**src/rtl/tdm_demux_pkg.sv**
```systemverilog
// -----------------------------------------------------------------------------
// tdm_demux_pkg
//   Shared constants, state encoding and a small helper for the 1x8
//   time-division demultiplexer.
//
//   NUM_CH   : number of channels carried in one frame (8).
//   SEL_W    : width of the channel select / sample counter (3).
//   LAST_CH  : index of the final channel in a frame (h).
//   state_t  : receiver state, ST_IDLE (waiting for sof) or
//              ST_COLLECT (frame partially captured).
//   sel_inc  : wrap-free increment of the select counter.
// -----------------------------------------------------------------------------
package tdm_demux_pkg;

  localparam int NUM_CH  = 8;
  localparam int SEL_W   = 3;
  localparam int LAST_CH = NUM_CH - 1;

  typedef enum logic {
    ST_IDLE    = 1'b0,
    ST_COLLECT = 1'b1
  } state_t;

  // Next select value; only ever called with sel < LAST_CH so it never wraps.
  function automatic logic [SEL_W-1:0] sel_inc(input logic [SEL_W-1:0] s);
    return s + SEL_W'(1);
  endfunction

endpackage

```
**src/rtl/tdm_demux_1x8_dec.sv**
```systemverilog
// -----------------------------------------------------------------------------
// demux_1x8_dec
//   Combinational 3-to-8 one-hot write-enable decoder. This is the receive-side
//   mirror of the sender's 8:1 select tree: exactly one enable is high when
//   en_i is set, chosen by sel_i.
//
//   Ports
//     sel_i  in  SEL_W   channel index to enable
//     en_i   in  1       global enable (qualified sample)
//     we_o   out NUM_CH  one-hot write enables, all zero when en_i = 0
// -----------------------------------------------------------------------------
module demux_1x8_dec
  import tdm_demux_pkg::*;
(
  input  logic [SEL_W-1:0]  sel_i,
  input  logic              en_i,
  output logic [NUM_CH-1:0] we_o
);

  for (genvar gi = 0; gi < NUM_CH; gi++) begin : g_dec
    assign we_o[gi] = en_i && (sel_i == SEL_W'(gi));
  end

endmodule

```
**src/rtl/tdm_demux_1x8.sv**
```systemverilog
// -----------------------------------------------------------------------------
// tdm_demux_1x8
//   Receives a serial TDM sample stream and reassembles each 8-sample frame
//   into eight parallel channel registers a..h. Samples 0..6 of a frame are
//   held in shadow registers; on the 8th sample all eight outputs are loaded
//   in the same edge so a..h always present one coherent frame.
//
//   Parameters
//     WIDTH        bit width of every sample / channel
//   Ports
//     clk          in   rising-edge clock
//     rst_n        in   synchronous active-low reset
//     din          in   serial sample
//     din_valid    in   din carries a sample this cycle
//     sof          in   start of frame (channel a sample), qualified by din_valid
//     a..h         out  channel holding registers (index 0..7)
//     sel          out  index of the next expected sample
//     busy         out  frame partially collected
//     frame_valid  out  one-cycle pulse when a..h are updated
//     frame_err    out  one-cycle pulse when a partial frame is aborted by sof
// -----------------------------------------------------------------------------
module tdm_demux_1x8
  import tdm_demux_pkg::*;
#(
  parameter int WIDTH = 1
) (
  input  logic             clk,
  input  logic             rst_n,
  input  logic [WIDTH-1:0] din,
  input  logic             din_valid,
  input  logic             sof,
  output logic [WIDTH-1:0] a,
  output logic [WIDTH-1:0] b,
  output logic [WIDTH-1:0] c,
  output logic [WIDTH-1:0] d,
  output logic [WIDTH-1:0] e,
  output logic [WIDTH-1:0] f,
  output logic [WIDTH-1:0] g,
  output logic [WIDTH-1:0] h,
  output logic [2:0]       sel,
  output logic             busy,
  output logic             frame_valid,
  output logic             frame_err
);

  state_t                  state_q;
  logic [SEL_W-1:0]        sel_q;
  logic                    busy_q;
  logic                    frame_valid_q;
  logic                    frame_err_q;
  logic [WIDTH-1:0]        sh_q  [NUM_CH-1];
  logic [WIDTH-1:0]        out_q [NUM_CH];

  logic [SEL_W-1:0]        wr_sel_d;
  logic                    wr_en_d;
  logic [NUM_CH-1:0]       we_d;
  logic                    frame_done_d;

  // A sof sample always lands in slot 0 regardless of the current count; in
  // IDLE only sof samples are accepted, everything else is ignored.
  always_comb begin
    wr_sel_d = sof ? '0 : sel_q;
    wr_en_d  = din_valid && (sof || (state_q == ST_COLLECT));
  end

  demux_1x8_dec u_dec (
    .sel_i (wr_sel_d),
    .en_i  (wr_en_d),
    .we_o  (we_d)
  );

  // The decoder output for the last channel doubles as the completion strobe:
  // it can only fire in COLLECT, at sel = 7, without sof.
  assign frame_done_d = we_d[LAST_CH];

  // Shadow registers for channels 0..6; channel 7 goes straight to h.
  for (genvar gi = 0; gi < NUM_CH - 1; gi++) begin : g_sh
    always_ff @(posedge clk) begin
      if (!rst_n) begin
        sh_q[gi] <= '0;
      end else if (we_d[gi]) begin
        sh_q[gi] <= din;
      end
    end
  end

  // Receiver FSM, select counter and output registers.
  always_ff @(posedge clk) begin
    if (!rst_n) begin
      state_q       <= ST_IDLE;
      sel_q         <= '0;
      busy_q        <= 1'b0;
      frame_valid_q <= 1'b0;
      frame_err_q   <= 1'b0;
      for (int i = 0; i < NUM_CH; i++) begin
        out_q[i] <= '0;
      end
    end else begin
      frame_valid_q <= 1'b0;
      frame_err_q   <= 1'b0;
      if (din_valid) begin
        case (state_q)
          ST_IDLE: begin
            if (sof) begin
              state_q <= ST_COLLECT;
              sel_q   <= SEL_W'(1);
              busy_q  <= 1'b1;
            end
          end
          ST_COLLECT: begin
            if (sof) begin
              // Short frame: drop it and restart; sof wins over completion.
              frame_err_q <= 1'b1;
              sel_q       <= SEL_W'(1);
            end else if (frame_done_d) begin
              for (int i = 0; i < NUM_CH - 1; i++) begin
                out_q[i] <= sh_q[i];
              end
              out_q[LAST_CH] <= din;
              frame_valid_q  <= 1'b1;
              sel_q          <= '0;
              busy_q         <= 1'b0;
              state_q        <= ST_IDLE;
            end else begin
              sel_q <= sel_inc(sel_q);
            end
          end
          default: begin
            state_q <= ST_IDLE;
            sel_q   <= '0;
            busy_q  <= 1'b0;
          end
        endcase
      end
    end
  end

  assign a           = out_q[0];
  assign b           = out_q[1];
  assign c           = out_q[2];
  assign d           = out_q[3];
  assign e           = out_q[4];
  assign f           = out_q[5];
  assign g           = out_q[6];
  assign h           = out_q[7];
  assign sel         = sel_q;
  assign busy        = busy_q;
  assign frame_valid = frame_valid_q;
  assign frame_err   = frame_err_q;

endmodule

```
**config.mk**
```make
export PLATFORM = sky130hd
export DESIGN_NAME = tdm_demux_1x8
export DESIGN_NICKNAME = d
export VERILOG_FILES = /design/src/rtl/tdm_demux_pkg.sv /design/src/rtl/tdm_demux_1x8_dec.sv /design/src/rtl/tdm_demux_1x8.sv
export SDC_FILE = /design/constraint.sdc
export NUM_CORES = 1
export LEC_CHECK = 0
export ABC_AREA = 1
export CORE_MARGIN = 5
export CORE_UTILIZATION = 35
export CTS_CLUSTER_SIZE = 28
export DETAILED_ROUTE_END_ITERATION = 16
export RECOVER_POWER = 25
export SLEW_MARGIN = 15
export SYNTH_ARGS = -nofsm -noshare
export SYNTH_HDL_FRONTEND = slang
export SYNTH_SLANG_ARGS = --single-unit
```
**constraint.sdc**
```tcl
create_clock -name clk -period 3.15 [get_ports clk]
set_clock_uncertainty 0.15 [all_clocks]
set_input_delay 0.63 -clock clk [delete_from_list [all_inputs] [get_ports clk]]
set_output_delay 0.63 -clock clk [all_outputs]
set_load 0.02 [all_outputs]
```
Word level (Yosys, flattened, before mapping)
Memories as Yosys holds them, arrays and structs flattened.
Cells that the tools add are included.
W data, S select, Z words.
{ "word_totals": {"regBits": 7, "latch_bits": 0, "ram_bits": 15, "romBits": 0, "inputBits": 5, "output_inout_bits": 14, "elab_cells": 104, "memories": 2} }
{ "mem_list": {"columns": ["name", "depth", "width", "read_ports", "rd_ports_with_merged_regs", "write_ports", "line", "text"], "rows": [
  ["out_q", 8, 1, 8, 0, 8, "tdm_demux_1x8.sv:52", "logic [WIDTH-1:0] out_q [NUM_CH];"],
  ["sh_q", 7, 1, 7, 0, 7, "tdm_demux_1x8.sv:51", "logic [WIDTH-1:0] sh_q [NUM_CH-1];"]
]} }
{ "classes": {"n_addsub": 1, "multipliers": 0, "div": 0, "n_lt_le_gt_ge": 0, "eq_ne": 10, "shift": 0, "n_mux": 56, "bitwise_logic": 16, "reduce_logical": 14} }
{ "ops": {"columns": ["operator", "count"], "rows": [
  ["$mux W1", 49],
  ["$or A1 B1 Y1", 15],
  ["$eq A3 B3 Y1 const B", 4],
  ["$mux W3", 4],
  ["$logic_and A1 B1 Y1", 9],
  ["$eq A3 B2 Y1 const B", 2],
  ["$pmux W3 S2", 1],
  ["$ne A2 B2 Y1 const B", 2],
  ["$pmux W1 S2", 2],
  ["$reduce_and A4 Y1", 1],
  ["$add A3 B1 Y3 const B", 1],
  ["$eq A3 B1 Y1 const B", 1],
  ["$logic_not A3 Y1", 1],
  ["$reduce_and A3 Y1", 1],
  ["$ne A2 B1 Y1 const B", 1],
  ["$reduce_and A2 Y1", 1],
  ["$logic_or A1 B1 Y1", 1],
  ["$not A1 Y1", 1]
]} }

Longest topological paths before layout
{ "depth": {"depth_word": 10, "mapped_depth": 7, "depth_no_buf": 7} }

By module
A second synthesis with hierarchy kept.
{ "hier_totals": {"cells_unflattened": 128, "area_unflattened_um2": 1051.0} }
{ "modules_own_cells": {"columns": ["module", "n_inst", "cells_each", "area_per_inst_um2", "seq_area_each_um2"], "rows": [
  ["tdm_demux_1x8", 1, 111, 987.2, 570.5],
  ["demux_1x8_dec", 1, 17, 63.8, 0.0]
]} }

Worst setup path after synthesis
Ideal clock, no wire load.
{ "synth_path": {"path_type": "in2reg", "start": "input sof", "end": "memory out_q[0][0], enable pin", "setup_ns": 0.329, "arrival_time_ns": 1.219, "t_required_ns": 2.671, "setup_slack_ns": 1.452, "path_stages": 5, "n_path_buf": 0, "path_cell_list": "inv_2 nand2_1 nor2_2 nand2_4 nand2_1"} }
{ "synth_lines": {"columns": ["item", "line", "text"], "rows": [
  ["start, declared", "tdm_demux_1x8.sv:31", "input logic sof,"],
  ["end, declared", "tdm_demux_1x8.sv:52", null]
]} }

==> impl_results.md <==
- Fin crit period: 2.45 ns
- Worst path arrival time: 2.46 ns
- Clock buffer depth: 2
- Worst Reg-to-Reg Cells: 6
- Cell accounting for the most synthesized area: sky130_fd_sc_hd__edfxtp_1
- Post-Syn Area: 987 sq um
- Class of the worst hold path: flop to flop
- Max stage delay cell, worst path: sky130_fd_sc_hd__clkdlybuf4s50_1
- Number of placed I/O pins: 19
- Chain of cells forming the critical path: clkdlybuf4s50_1 -> inv_1 -> nand2_2 -> nor2_1 -> nand2_4 -> nor2_1 -> clkinvlp_2 -> nor2_2
- First-pass GRT wire length: 2.88 mm
- Ys async rst share: 0%
- Mapped Avg Cell Area: 9.23 sq um
- Post-layout util: 44.3%
- # port buffers: 18
- Overall overflow remaining after global route: 0
- Origin of the critical flop-to-flop path: state_q
- Number of cell rows: 19
- CP Depth: 8
- Routed vias/inst: 4.81
- Cell-internal power: 408 uW
- Final setup TNS: 0 ns
- Maximum resistive drop on vdd: 0.290 mV
- Die X-Extent: 63.1 um
- Type of destination of the critical path: flop
- Worst slack, placed: 0.789 ns
- Comb power frac: 10.9%
- Via count: 764
- Crit. Startpoint: sof
- Total routing resource utilization after global routing: 8.94%
- Count of final max-slew check failures: 0
- Yosys reg bits: 22
- Achievable frequency: 0.408 GHz
- Antenna cells: 0
- Initial antenna violation count: 0
- YS warnings: 0
- Layout cells sized above 1: 11.7%
- Register clock-pin slew on the reported worst setup and hold paths: 0.12 ns
- Ys flop type: sky130_fd_sc_hd__edfxtp_1
- Total power consumption of the routed design: 531 uW
- Max stage delay on crit path: 0.44 ns
- Post-Syn Nets: 113
- Final std cell area, no fill: 1210 sq um
- Effective utilization at floorplan: 36.1%
- Category of the critical setup timing path: input port to flop
- Post-CTS Setup Repair Bufs: 0
- Height of the die: 63.1 um
- Die area: 3980 sq um
- Core Area: 2730 sq um
- Final Non-Filler Cells: 159
- Buf/Inv on CP: 3
- Filler Cells Inserted: 269
- Post-synthesis instance total: 107
- Hold Worst Slack: 0.309 ns
- Leakage power total: 0.514 nW
- Average wire per cell in the routed design: 11.1 um
- Vias in the first global route: 757
- Sequential Power Share: 60.4%
- NumNets Final: 135
- Clock sinks: 22
- Area contributors post-synth: sky130_fd_sc_hd__edfxtp_1 (40%), sky130_fd_sc_hd__dfxtp_1 (18%), sky130_fd_sc_hd__nand2_1 (9.9%)
- Iter 0 DRT Violations: 21
- # resized after CTS: 0
- Hold_buf cts: 0
- Number of enable flip-flop cells after synthesis: 13
- First drt pass iteration count: 4
- Number of library cell types mapped by synthesis: 22
- Fraction of power consumed by the clock network: 28.7%
- Worst-margin pin slew: 0.396 ns
- Share of the synthesized area in the top cell type: 39.5%
- Placement-stage cell area: 1200 sq um
- Worst reg2reg setup slack: 1.16 ns
- CP dominant cell by count: sky130_fd_sc_hd__nor2_1
- Largest fanout of any net on the critical path: 5
- Total number of H-tree levels: 1
- End of the critical path: out_q[0][1]
- Pin count of the biggest net entering global routing: 13
- Total of endpoints with negative setup slack in the final report: 0
- Placed Cells incl. Taps: 155
- Capturing point of the worst reg2reg path: out_q[0][1]
- Clock network latency to the later pin of the worst-skew pair: 0.30 ns
- Share of the yosys chip area belonging to registers: 57.8%
- Synth-to-Final Area Change: 22.8%
- Startpoint of the tightest hold check path: sh_q[4]
- Clock tree from TritonCTS: built
- Largest delay contributor family on the critical path: buffers and inverters
- Final clock period utilization by the worst path: 77.8%
- Least setup slack across all paths after layout: 0.699 ns
- Final WL: 1.77 mm
- Count of max-cap constraint violations: 0
- Most frequent cells after synthesis: sky130_fd_sc_hd__nand2_1 (26), sky130_fd_sc_hd__inv_1 (14), sky130_fd_sc_hd__edfxtp_1 (13), sky130_fd_sc_hd__nor2_1 (10), sky130_fd_sc_hd__dfxtp_1 (9)
- Most common cell in the synthesized netlist: sky130_fd_sc_hd__nand2_1
- Number of failing hold endpoints at the final stage: 0
- Critical Path Source Type: input port
- Result of the run: finished, final reports clean
- HPWL after detailed placement: 1.38 mm
- Required time worst endpoint: 3.16 ns
- Net Sw Frac: 23.2%
- Routed Antenna Nets: 0
- Power per unit of standard cell area: 438 nW/um^2
- CTS root buf: sky130_fd_sc_hd__clkbuf_4
- Unrepaired setup endpoints after global routing: false
- Post-route DRC: 0
- Switching power summed over all nets: 123 uW
- Worst slew margin relative to its limit: 73.6%
- Number of buffers added by the clock tree synthesis step: 3
- RD Place Congestion: 0.880
-- cell usage in the layout, fill, tap and decap left out --
| master | instances |
|---|---|
| sky130_fd_sc_hd__nand2_1 | 26 |
| sky130_fd_sc_hd__clkdlybuf4s50_1 | 17 |
| sky130_fd_sc_hd__clkinvlp_2 | 1 |
| sky130_fd_sc_hd__nor3_1 | 1 |
| sky130_fd_sc_hd__o21bai_1 | 1 |
| sky130_fd_sc_hd__o21ai_0 | 5 |
| sky130_fd_sc_hd__nand4_1 | 2 |
| sky130_fd_sc_hd__a31oi_1 | 1 |
| sky130_fd_sc_hd__clkbuf_8 | 1 |
| sky130_fd_sc_hd__clkbuf_1 | 1 |
| sky130_fd_sc_hd__ha_1 | 1 |
| sky130_fd_sc_hd__nor2_4 | 1 |
| sky130_fd_sc_hd__nor2_1 | 12 |
| sky130_fd_sc_hd__dlygate4sd3_1 | 1 |
| sky130_fd_sc_hd__inv_1 | 15 |
| sky130_fd_sc_hd__nor2_2 | 5 |
| sky130_fd_sc_hd__edfxtp_1 | 13 |
| sky130_fd_sc_hd__a21oi_1 | 2 |
| sky130_fd_sc_hd__nand2_2 | 2 |
| sky130_fd_sc_hd__dfxtp_1 | 9 |
| sky130_fd_sc_hd__nand3_1 | 6 |
| sky130_fd_sc_hd__nand2_4 | 1 |
| sky130_fd_sc_hd__inv_2 | 1 |
| sky130_fd_sc_hd__clkbuf_4 | 3 |
-- worst reg2reg max path, delay by kind of cell, from the launching register on --
family                 cells  cell delay (ns)
DFF                        1             0.41
and+or+nand+nor            5             0.93
buffers and inverters      1             0.36
-- cell families after synthesis --
family | count (synthesis) | synth area share [%]
flip-flops | 22 | 57.8
adder cells (fa/ha/maj) | 1 | 1.27
AND/OR/NAND/NOR | 56 | 28.4
buffers and inverters | 19 | 7.60
AO/OA/AOI/OAI | 9 | 4.94
-- layout make-up --
| type | count | area [sq um] | share of cell area [%] |
|---|---|---|---|
| inverters | 17 | 65.1 | 5.37 |
| well taps | 31 | 38.8 | 3.20 |
| repair buffers | 19 | 184 | 15.2 |
| multi-input cells | 66 | 318 | 26.2 |
| clock buffers | 4 | 36.3 | 2.99 |
| flip-flops and latches | 22 | 571 | 47.1 |
-- worst min-delay path by stage --
stage	cells past startpoint	end	slack (ns)
global placement	2	out_q[1][0]	0.29
CTS	2	out_q[1][0]	0.31
global route	2	out_q[1][0]	0.34
floorplan	2	out_q[1][0]	0.27
detailed placement	2	out_q[1][0]	0.29
finish	2	out_q[1][0]	0.31
-- sequential cells by signal (all words and copies together), names as in the netlist --
register,flops
frame_err,1
frame_valid,1
state_q,1
out_q,8
busy,1
sel,3
sh_q,7
-- power by group through the flow --
stage / combinational (mW) / sequential, mW / clock, mW
5_1_grt: 0.0640 / 0.322 / 0.169
4_1_cts: 0.0609 / 0.321 / 0.158
6_report: 0.0580 / 0.321 / 0.152
3_3_place_gp: 0.0605 / 0.328 / 0
3_5_place_dp: 0.0605 / 0.328 / 0
2_1_floorplan: 0.0270 / 0.335 / 0
-- metal layers --
metal	routed length [um]	vias up	share of wire [%]	GRT usage, %
met5	0	-	0	0
met3	116	2	6.5	3.20
met4	12	0	0.68	4.24
li1	-	382	-	-
met1	778	357	44	9.17
met2	864	23	49	15.9
Note: power is estimated with default switching activity, not from simulation.
